File: src/rtl/edp_fm_ac_store.sv
// edp_fm_ac_store: fast-memory AC store for the EDP slices.
// BLOCKS x ACS words of WIDTH bits, one odd-parity bit per half-word.
// Reads are synchronous with write-through; a scrubber zeroes every word after reset.
// Optional feature macro: EDP_FM_PARITY_CHECK_EN enables the sticky read-parity checker.
//
// Handshake: there is no valid/ready flow control. Accesses are single-cycle
// commands sampled at every rising edge while fm_init_busy_h is low, and are
// ignored while it is high.
module edp_fm_ac_store #(
    parameter int WIDTH  = 36,
    parameter int BLOCKS = 8,
    parameter int ACS    = 16
) (
    input  logic                      clk_edp_00_h,
    input  logic                      reset_h,
    input  logic [$clog2(BLOCKS)-1:0] apr_fm_block_h,
    input  logic [$clog2(ACS)-1:0]    apr_fm_adr_h,
    input  logic                      con_fm_write_00to17_h,
    input  logic                      con_fm_write_18to35_h,
    input  logic [WIDTH-1:0]          ar_h,
    output logic [WIDTH-1:0]          fm_h,
    output logic                      edp_fm_parity_00to17_h,
    output logic                      edp_fm_parity_18to35_h,
    output logic                      fm_par_err_h,
    input  logic                      fm_par_err_clr_h,
    output logic                      fm_init_busy_h
);
    localparam int HW    = WIDTH / 2;
    localparam int DEPTH = BLOCKS * ACS;
    localparam int AW    = $clog2(DEPTH);

    typedef enum logic {
        S_INIT = 1'b0,
        S_RUN  = 1'b1
    } state_t;

    state_t          state_q, state_d;
    logic [AW-1:0]   ptr_q, ptr_d;

    // Left half is the DEC bits 00-17 (upper packed bits), right half bits 18-35.
    logic [HW-1:0]   mem_l [DEPTH];
    logic [HW-1:0]   mem_r [DEPTH];
    logic            par_l [DEPTH];
    logic            par_r [DEPTH];

    logic [AW-1:0]   addr;
    logic            wr_l, wr_r;
    logic [AW-1:0]   wr_addr;
    logic [HW-1:0]   wdat_l, wdat_r;
    logic [HW-1:0]   rd_l, rd_r;
    logic            rd_pl, rd_pr;
    logic [HW-1:0]   fm_l_q, fm_r_q;

    assign addr = {apr_fm_block_h, apr_fm_adr_h};

    // State register: reset always restarts the scrub from word 0.
    always_ff @(posedge clk_edp_00_h or posedge reset_h) begin
        if (reset_h) begin
            state_q <= S_INIT;
            ptr_q   <= '0;
        end else begin
            state_q <= state_d;
            ptr_q   <= ptr_d;
        end
    end

    // Next state and array write port: scrubber owns the port during INIT.
    always_comb begin
        state_d        = state_q;
        ptr_d          = ptr_q;
        wr_l           = 1'b0;
        wr_r           = 1'b0;
        wr_addr        = addr;
        wdat_l         = ar_h[WIDTH-1:HW];
        wdat_r         = ar_h[HW-1:0];
        fm_init_busy_h = 1'b0;
        case (state_q)
            S_INIT: begin
                fm_init_busy_h = 1'b1;
                wr_l           = 1'b1;
                wr_r           = 1'b1;
                wr_addr        = ptr_q;
                wdat_l         = '0;
                wdat_r         = '0;
                if (ptr_q == AW'(DEPTH - 1)) begin
                    state_d = S_RUN;
                end else begin
                    ptr_d = ptr_q + AW'(1);
                end
            end
            S_RUN: begin
                wr_l = con_fm_write_00to17_h;
                wr_r = con_fm_write_18to35_h;
            end
            default: begin
                state_d = S_INIT;
                ptr_d   = '0;
            end
        endcase
    end

    // Array write: each enabled half stores its data with fresh odd parity.
    always_ff @(posedge clk_edp_00_h) begin
        if (wr_l) begin
            mem_l[wr_addr] <= wdat_l;
            par_l[wr_addr] <= ~^wdat_l;
        end
        if (wr_r) begin
            mem_r[wr_addr] <= wdat_r;
            par_r[wr_addr] <= ~^wdat_r;
        end
    end

    // Read mux: a half being written this cycle is forwarded, else the stored half.
    always_comb begin
        rd_l  = mem_l[addr];
        rd_pl = par_l[addr];
        rd_r  = mem_r[addr];
        rd_pr = par_r[addr];
        if (state_q == S_RUN && con_fm_write_00to17_h) begin
            rd_l  = ar_h[WIDTH-1:HW];
            rd_pl = ~^ar_h[WIDTH-1:HW];
        end
        if (state_q == S_RUN && con_fm_write_18to35_h) begin
            rd_r  = ar_h[HW-1:0];
            rd_pr = ~^ar_h[HW-1:0];
        end
    end

    // Read register: held at zero data / odd-parity ones while scrubbing.
    always_ff @(posedge clk_edp_00_h or posedge reset_h) begin
        if (reset_h) begin
            fm_l_q                 <= '0;
            fm_r_q                 <= '0;
            edp_fm_parity_00to17_h <= 1'b1;
            edp_fm_parity_18to35_h <= 1'b1;
        end else if (state_q == S_RUN) begin
            fm_l_q                 <= rd_l;
            fm_r_q                 <= rd_r;
            edp_fm_parity_00to17_h <= rd_pl;
            edp_fm_parity_18to35_h <= rd_pr;
        end
    end

    assign fm_h = {fm_l_q, fm_r_q};

`ifdef EDP_FM_PARITY_CHECK_EN
    logic bad_par;

    // The word being loaded into fm_h is checked so the error lands on the same edge.
    assign bad_par = (state_q == S_RUN) &&
                     ((^{rd_l, rd_pl}) != 1'b1 || (^{rd_r, rd_pr}) != 1'b1);

    // Sticky error latch; clear wins over a same-cycle set.
    always_ff @(posedge clk_edp_00_h or posedge reset_h) begin
        if (reset_h) begin
            fm_par_err_h <= 1'b0;
        end else if (fm_par_err_clr_h) begin
            fm_par_err_h <= 1'b0;
        end else if (bad_par) begin
            fm_par_err_h <= 1'b1;
        end
    end
`else
    logic unused_clr;

    assign unused_clr   = fm_par_err_clr_h;
    assign fm_par_err_h = 1'b0;
`endif

endmodule

File: config.mk
export PLATFORM = sky130hd
export DESIGN_NAME = edp_fm_ac_store
export DESIGN_NICKNAME = d
export VERILOG_FILES = /design/src/rtl/edp_fm_ac_store.sv
export SDC_FILE = /design/constraint.sdc
export NUM_CORES = 2
export LEC_CHECK = 0
export BUFFER_PORTS_ARGS = -buffer_cell sky130_fd_sc_hd__buf_2
export CAP_MARGIN = 15
export CELL_PAD_IN_SITES_DETAIL_PLACEMENT = 1
export CELL_PAD_IN_SITES_GLOBAL_PLACEMENT = 2
export CORE_AREA = 5 5 856 645
export DETAILED_ROUTE_END_ITERATION = 12
export DIE_AREA = 0 0 861 650
export PLACE_DENSITY_LB_ADDON = 0.1
export SLEW_MARGIN = 10
export SYNTH_ARGS = -nofsm -noshare
export SYNTH_HDL_FRONTEND = slang
export SYNTH_MEMORY_MAX_BITS = 65536
export SYNTH_SLANG_ARGS = --single-unit
File: constraint.sdc
create_clock -name clk_edp_00_h -period 6.6 [get_ports clk_edp_00_h]
set_clock_uncertainty 0.15 [all_clocks]
set_input_delay 1.32 -clock clk_edp_00_h [delete_from_list [all_inputs] [get_ports clk_edp_00_h]]
set_output_delay 1.32 -clock clk_edp_00_h [all_outputs]
set_load 0.03 [all_outputs]
Word level (Yosys, flattened, before mapping)

Memory sizes are Yosys's and may differ from the RTL's. A register that Yosys moved wholly into a read port is not among the register bits.
Index checks and enable logic that the tools add are counted.

RAM bits: 4,864
Memories: 4
Flip-flop bits (word level): 10
Input port bits: 48
Output and inout port bits: 40
Logic and storage cells: 33

$add $sub $neg: 1
Bitwise gates (word level): 2
Eq/ne operators: 1
Mux-type cells: 14
Reduce and logical (&&, ||, !) cells: 7

Memory list:

| name  | words | bits a word | read ports | clocked after Yosys merged registers in | wr ports | line | source |
|---|---|---|---|---|---|---|---|
| mem_l | 128   | 18          | 1          | 1                                       | 1        | 41   | `logic [HW-1:0] mem_l [DEPTH];` |
| mem_r | 128   | 18          | 1          | 1                                       | 1        | 42   | `logic [HW-1:0] mem_r [DEPTH];` |
| par_l | 128   | 1           | 1          | 0                                       | 1        | 43   | `logic par_l [DEPTH];` |
| par_r | 128   | 1           | 1          | 0                                       | 1        | 44   | `logic par_r [DEPTH];` |

Operators with widths:

| kind                                                           | number |
|---|---|
| 18-bit XNOR reduction                                          | 4 |
| 18-bit two-way mux                                             | 2 |
| 1-bit two-way mux                                              | 9 |
| 7-bit by 1-bit adder with 7-bit output (second input constant) | 1 |
| 7-bit == test (second input constant)                          | 1 |
| 7-bit two-way mux                                              | 1 |
| 1-bit one-hot mux with 2 select lines                          | 2 |
| 1-bit logical AND                                              | 2 |
| 1-bit NOT                                                      | 2 |
| 2-bit AND reduction                                            | 1 |

Depth between registers and ports, before layout

Depth in word-level cells: 4
Depth in mapped cells: 13
Depth with buffers taken out: 6

Worst setup path before layout

No wires, ideal clock.

Path kind: input to register
Start: input apr_fm_adr_h[1]
End: memory mem_r[95][0] (netlist name) (enable)
Arrival time: 3.946 ns
Cell stages on the path: 11
Required time: 6.055 ns
Setup time: 0.395 ns
Setup slack: 2.110 ns
Path buffers: 7
Path through: buf_2 -> buf_2 -> buf_4 -> buf_4 -> buf_2 -> buf_2 -> nand3_1 -> o21ai_0 -> nand2_1 -> clkbuf_1 -> nor2_1

Word-level cells in the longest chain between the ends: 1

RTL lines:

| what              | line | source |
|---|---|---|
| from (decl)       | 17   | `input logic [$clog2(ACS)-1:0] apr_fm_adr_h,` |
| 7-bit two-way mux | 77   | `case (state_q)` |
| to (decl)         | 42   |  |

No other way between the ends.

==> results.cfg <==
[worst_setup_path]
setup.worst_path.end_class = register
worstPathRequired_ps = 7350
critical_path.reg2reg.startpoint = state_q$_DFF_PP0_
worstSetupStartpoint = apr_fm_adr_h[0]
cp_max_fo = 57
worst_setup_path_start_kind = input port
critical_path_arrival_ps = 5430
crit_type = input port to register
r2r_setup_slack_ps = 2330

[final_layout]
layout-drive-gt1-share_pct = 31.9
syn_to_final_growth_pct = 15.5
multi_input_combinational_cell_area_sq_mm = 0.0402
design.final.nets = 9139
register_area_sq_mm = 0.147
finish.instance_area_sq_mm = 0.219
layoutNonFillerInstCount = 16750
nFillCells = 50191

[grt]
wire_length_of_the_first_global_routing_pass_um = 851000
antenna_violations_before_repair = 60
grt_use_total_pct = 22.1
grt_overflow_total = 0
grt_pass1_vias = 95550
grt_max_degree = 98

[detailed_routing]
finalWirelength_um = 628000
met1_length_um = 298000
route.met2.wl_um = 273000
route.detailed.vias_per_inst = 5.62
met3_wirelength_um = 42200
ant_nets = 0
drt_iter0_markers = 11878
topRoutingLayerUsed = met5
post_drt_wl_per_cell_um = 37.5
first_pass_iters = 5
drcViolationCount = 0
dr_total_vias = 94126

[timing]
measured_slew_at_the_worst_slew_check_pin_ps = 1380
final-hold-violation-count = 0
fin_setup_tns_ps = 0
grt_setup_unrepaired = false
worst_hold_slack_ps = 399
slew-limit-headroom_pct = 6.72
finalCritPeriodShare_pct = 70.9
fmax_mhz = 214
min_period_ps = 4680
finalSetupViolations = 0
count_of_final_max_slew_check_failures = 0

[pwr]
comb_power_share_pct = 3.2
cellInternalPower_w = 0.0505
switching_share_pct = 21.3
static-leakage-power_nw = 58.3
total_switching_power_w = 0.0137
worst_ir_drop_vdd_mv = 0.306
power_frac_clock_pct = 44.3
totalPowerFinal_w = 0.0642
power.density_mw_per_mm2 = 294
sequentialPowerShare_pct = 52.6

[clock_network]
clock_insertion_delay_worst_skew_ps = 1070
cts_setup_buffers = 0
cts_resized = 0
tritoncts = yes
cts_inserted_buffers = 525
clk_transition_reported_paths_ps = 60
cts_root_buf = sky130_fd_sc_hd__clkbuf_16
htree_levels = 6
clockBufferDepth = 4
cts_sinks = 4910

[synthesis]
synth_seq_cells = 4910
yosysSeqAreaShare_pct = 77.8
synthDistinctLibCells = 77
synth_area_per_cell_sq_um = 22.7
syn-cell-area_sq_mm = 0.189
synth-edff-count = 4864
synth_top_flop_cell = sky130_fd_sc_hd__edfxtp_1
synth-warning-count = 0
postSynthNetCount = 8395
postSynthCellCount = 8346
synth-async-reset-ratio_pct = 0.937

[floorplan]
die_ht_um = 650
floorplan.core_area_sq_mm = 0.544
initial_util_pct = 34.8
io_pins = 88
die_area_sq_mm = 0.560
chipWidth_um = 861
row_count = 235

[placement]
gpl_wtd_cong = 0.824
port_buffers = 85
post-dp-hpwl_um = 389000
placed_cells_incl_taps = 15785
placed_area_sq_mm = 0.202

[flow_run]
timing.max_cap.violations = 0

[min_path]
min_path_type = register to register
hold_path_startpoint = edp_fm_parity_00to17_h$_DFFE_PP1P_

[outcome]
result_of_the_run = finished clean
[kinds of logic (layout without fill, tap and decap cells)]
| kind of cell | after synthesis | after routing | share of synthesized area, % |
|---|---|---|---|
| buf+inv | 493 | 1655 | 1.42 |
| other cells | 1 | 15 | 0.00198 |
| compound gates | 504 | 504 | 1.87 |
| fa+ha+maj | 1 | 1 | 0.00661 |
| simple gates | 835 | 835 | 2.05 |
| xor+xnor | 46 | 46 | 0.213 |
| mux | 1556 | 1556 | 16.7 |
| flops | 4910 | 4910 | 77.8 |
[cells in the final DEF, fill, tap and decap left out, types with 17 or more instances in the layout]
cell type and instances:
sky130_fd_sc_hd__edfxtp_1 4864, sky130_fd_sc_hd__o22ai_1 78, sky130_fd_sc_hd__and2_1 20, sky130_fd_sc_hd__nor3_1 44
sky130_fd_sc_hd__a211oi_1 40, sky130_fd_sc_hd__mux2_2 35, sky130_fd_sc_hd__clkbuf_1 135, sky130_fd_sc_hd__bufinv_16 25
sky130_fd_sc_hd__dfrtp_1 43, sky130_fd_sc_hd__clkinv_1 119, sky130_fd_sc_hd__clkbuf_16 543, sky130_fd_sc_hd__mux4_2 1270
sky130_fd_sc_hd__mux2i_1 250, sky130_fd_sc_hd__and2_4 37, sky130_fd_sc_hd__o22a_1 17, sky130_fd_sc_hd__buf_2 79
sky130_fd_sc_hd__nor2_2 254, sky130_fd_sc_hd__nor4_1 21, sky130_fd_sc_hd__nor2b_1 26, sky130_fd_sc_hd__buf_4 560
sky130_fd_sc_hd__nand4_1 42, sky130_fd_sc_hd__o21ai_0 102, sky130_fd_sc_hd__nand3_1 66, sky130_fd_sc_hd__clkinv_2 73
sky130_fd_sc_hd__xnor2_1 38, sky130_fd_sc_hd__a221oi_1 75, sky130_fd_sc_hd__a21oi_1 36, sky130_fd_sc_hd__nand2_1 145
sky130_fd_sc_hd__inv_6 27, sky130_fd_sc_hd__nor2_1 88, sky130_fd_sc_hd__buf_12 51, sky130_fd_sc_hd__a22oi_1 47
[per-layer routing]
metal / vias up / track usage (%)
li1: 37045 / -
met4: 2 / 4.63
met3: 657 / 3.59
met2: 3399 / 32.0
met5: - / 0
met1: 53023 / 34.9
[layout make-up]
class,count,area share [%]
Sequential cell,4910,67.4
Multi-Input combinational cell,2943,18.4
Clock buffer,678,6.45
Tap cell,7228,4.14
Timing Repair Buffer,698,2.64
Clock inverter,267,0.954
Inverter,12,0.0263
Antenna cell,14,0.0160
[synthesized netlist by cell type, types with 42 or more instances]
cell type,n,area [sq um]
sky130_fd_sc_hd__a211oi_1,42,315
sky130_fd_sc_hd__a221oi_1,75,657
sky130_fd_sc_hd__a22oi_1,47,353
sky130_fd_sc_hd__and2_1,57,357
sky130_fd_sc_hd__buf_2,136,681
sky130_fd_sc_hd__buf_4,87,653
sky130_fd_sc_hd__buf_6,42,473
sky130_fd_sc_hd__clkbuf_1,176,661
sky130_fd_sc_hd__dfrtp_1,44,1100
sky130_fd_sc_hd__edfxtp_1,4864,146000
sky130_fd_sc_hd__mux2i_1,251,2510
sky130_fd_sc_hd__mux4_2,1270,28600
sky130_fd_sc_hd__nand2_1,159,597
sky130_fd_sc_hd__nand3_1,66,330
sky130_fd_sc_hd__nand4_1,42,263
sky130_fd_sc_hd__nor2_1,346,1300
sky130_fd_sc_hd__nor3_1,46,230
sky130_fd_sc_hd__o21ai_0,115,576
sky130_fd_sc_hd__o22ai_1,78,488
[worst max-delay path, stage by stage]
cell                        delay, ps
sky130_fd_sc_hd__buf_12           530
sky130_fd_sc_hd__buf_12           390
sky130_fd_sc_hd__mux4_2           560
sky130_fd_sc_hd__mux4_2           540
sky130_fd_sc_hd__mux2i_1          760
sky130_fd_sc_hd__a2111oi_0        410
sky130_fd_sc_hd__or4_1            480
[per-stage QoR]
| step | utilization, % | setup WS (ps) |
|---|---|---|
| floorplan | - | 2110 |
| global placement | 37.2 | 701 |
| detailed placement | 37.2 | 723 |
| CTS | 40.2 | 1880 |
| global route | 40.2 | 1790 |
| finish | 40.2 | 1920 |
[what timing repair did]
| action | in CTS | in global routing |
|---|---|---|
| hold buffers | 1 | 0 |
| setup endpoints to repair | 0 | 0 |
| endpoints found under the hold margin | 1 | 0 |
[registers in the layout (all words and copies together), names as in the netlist]
signal and flops:
fm_r_q 18, fm_l_q 18, ptr_q 7, mem_r 2304, par_l 128, edp_fm_parity_00to17_h 1, par_r 128, mem_l 2304
state_q 1, edp_fm_parity_18to35_h 1
[power by group through the flow]
stage	logic [W]	clock network, W	registers, W
2_1_floorplan	0.00115	0	0.0344
3_3_place_gp	0.00206	0	0.0344
3_5_place_dp	0.00206	0	0.0344
4_1_cts	0.00207	0.0292	0.0338
5_1_grt	0.00211	0.0306	0.0337
6_report	0.00203	0.0284	0.0338
[final timing paths]
path                                                 endpoint  cells past startpoint
setup / recovery                       fm_l_q[11]$_DFFE_PP0P_                      7
hold / removal             edp_fm_parity_00to17_h$_DFFE_PP1P_                      2
setup reg to reg                     mem_r[120][16]$_DFFE_PP_                      5
hold reg to reg            edp_fm_parity_00to17_h$_DFFE_PP1P_                      2
max in group asynchronous                   state_q$_DFF_PP0_                      4
min in group asynchronous               fm_r_q[9]$_DFFE_PP0P_                      3
Note: power is estimated with default switching activity, not from simulation.
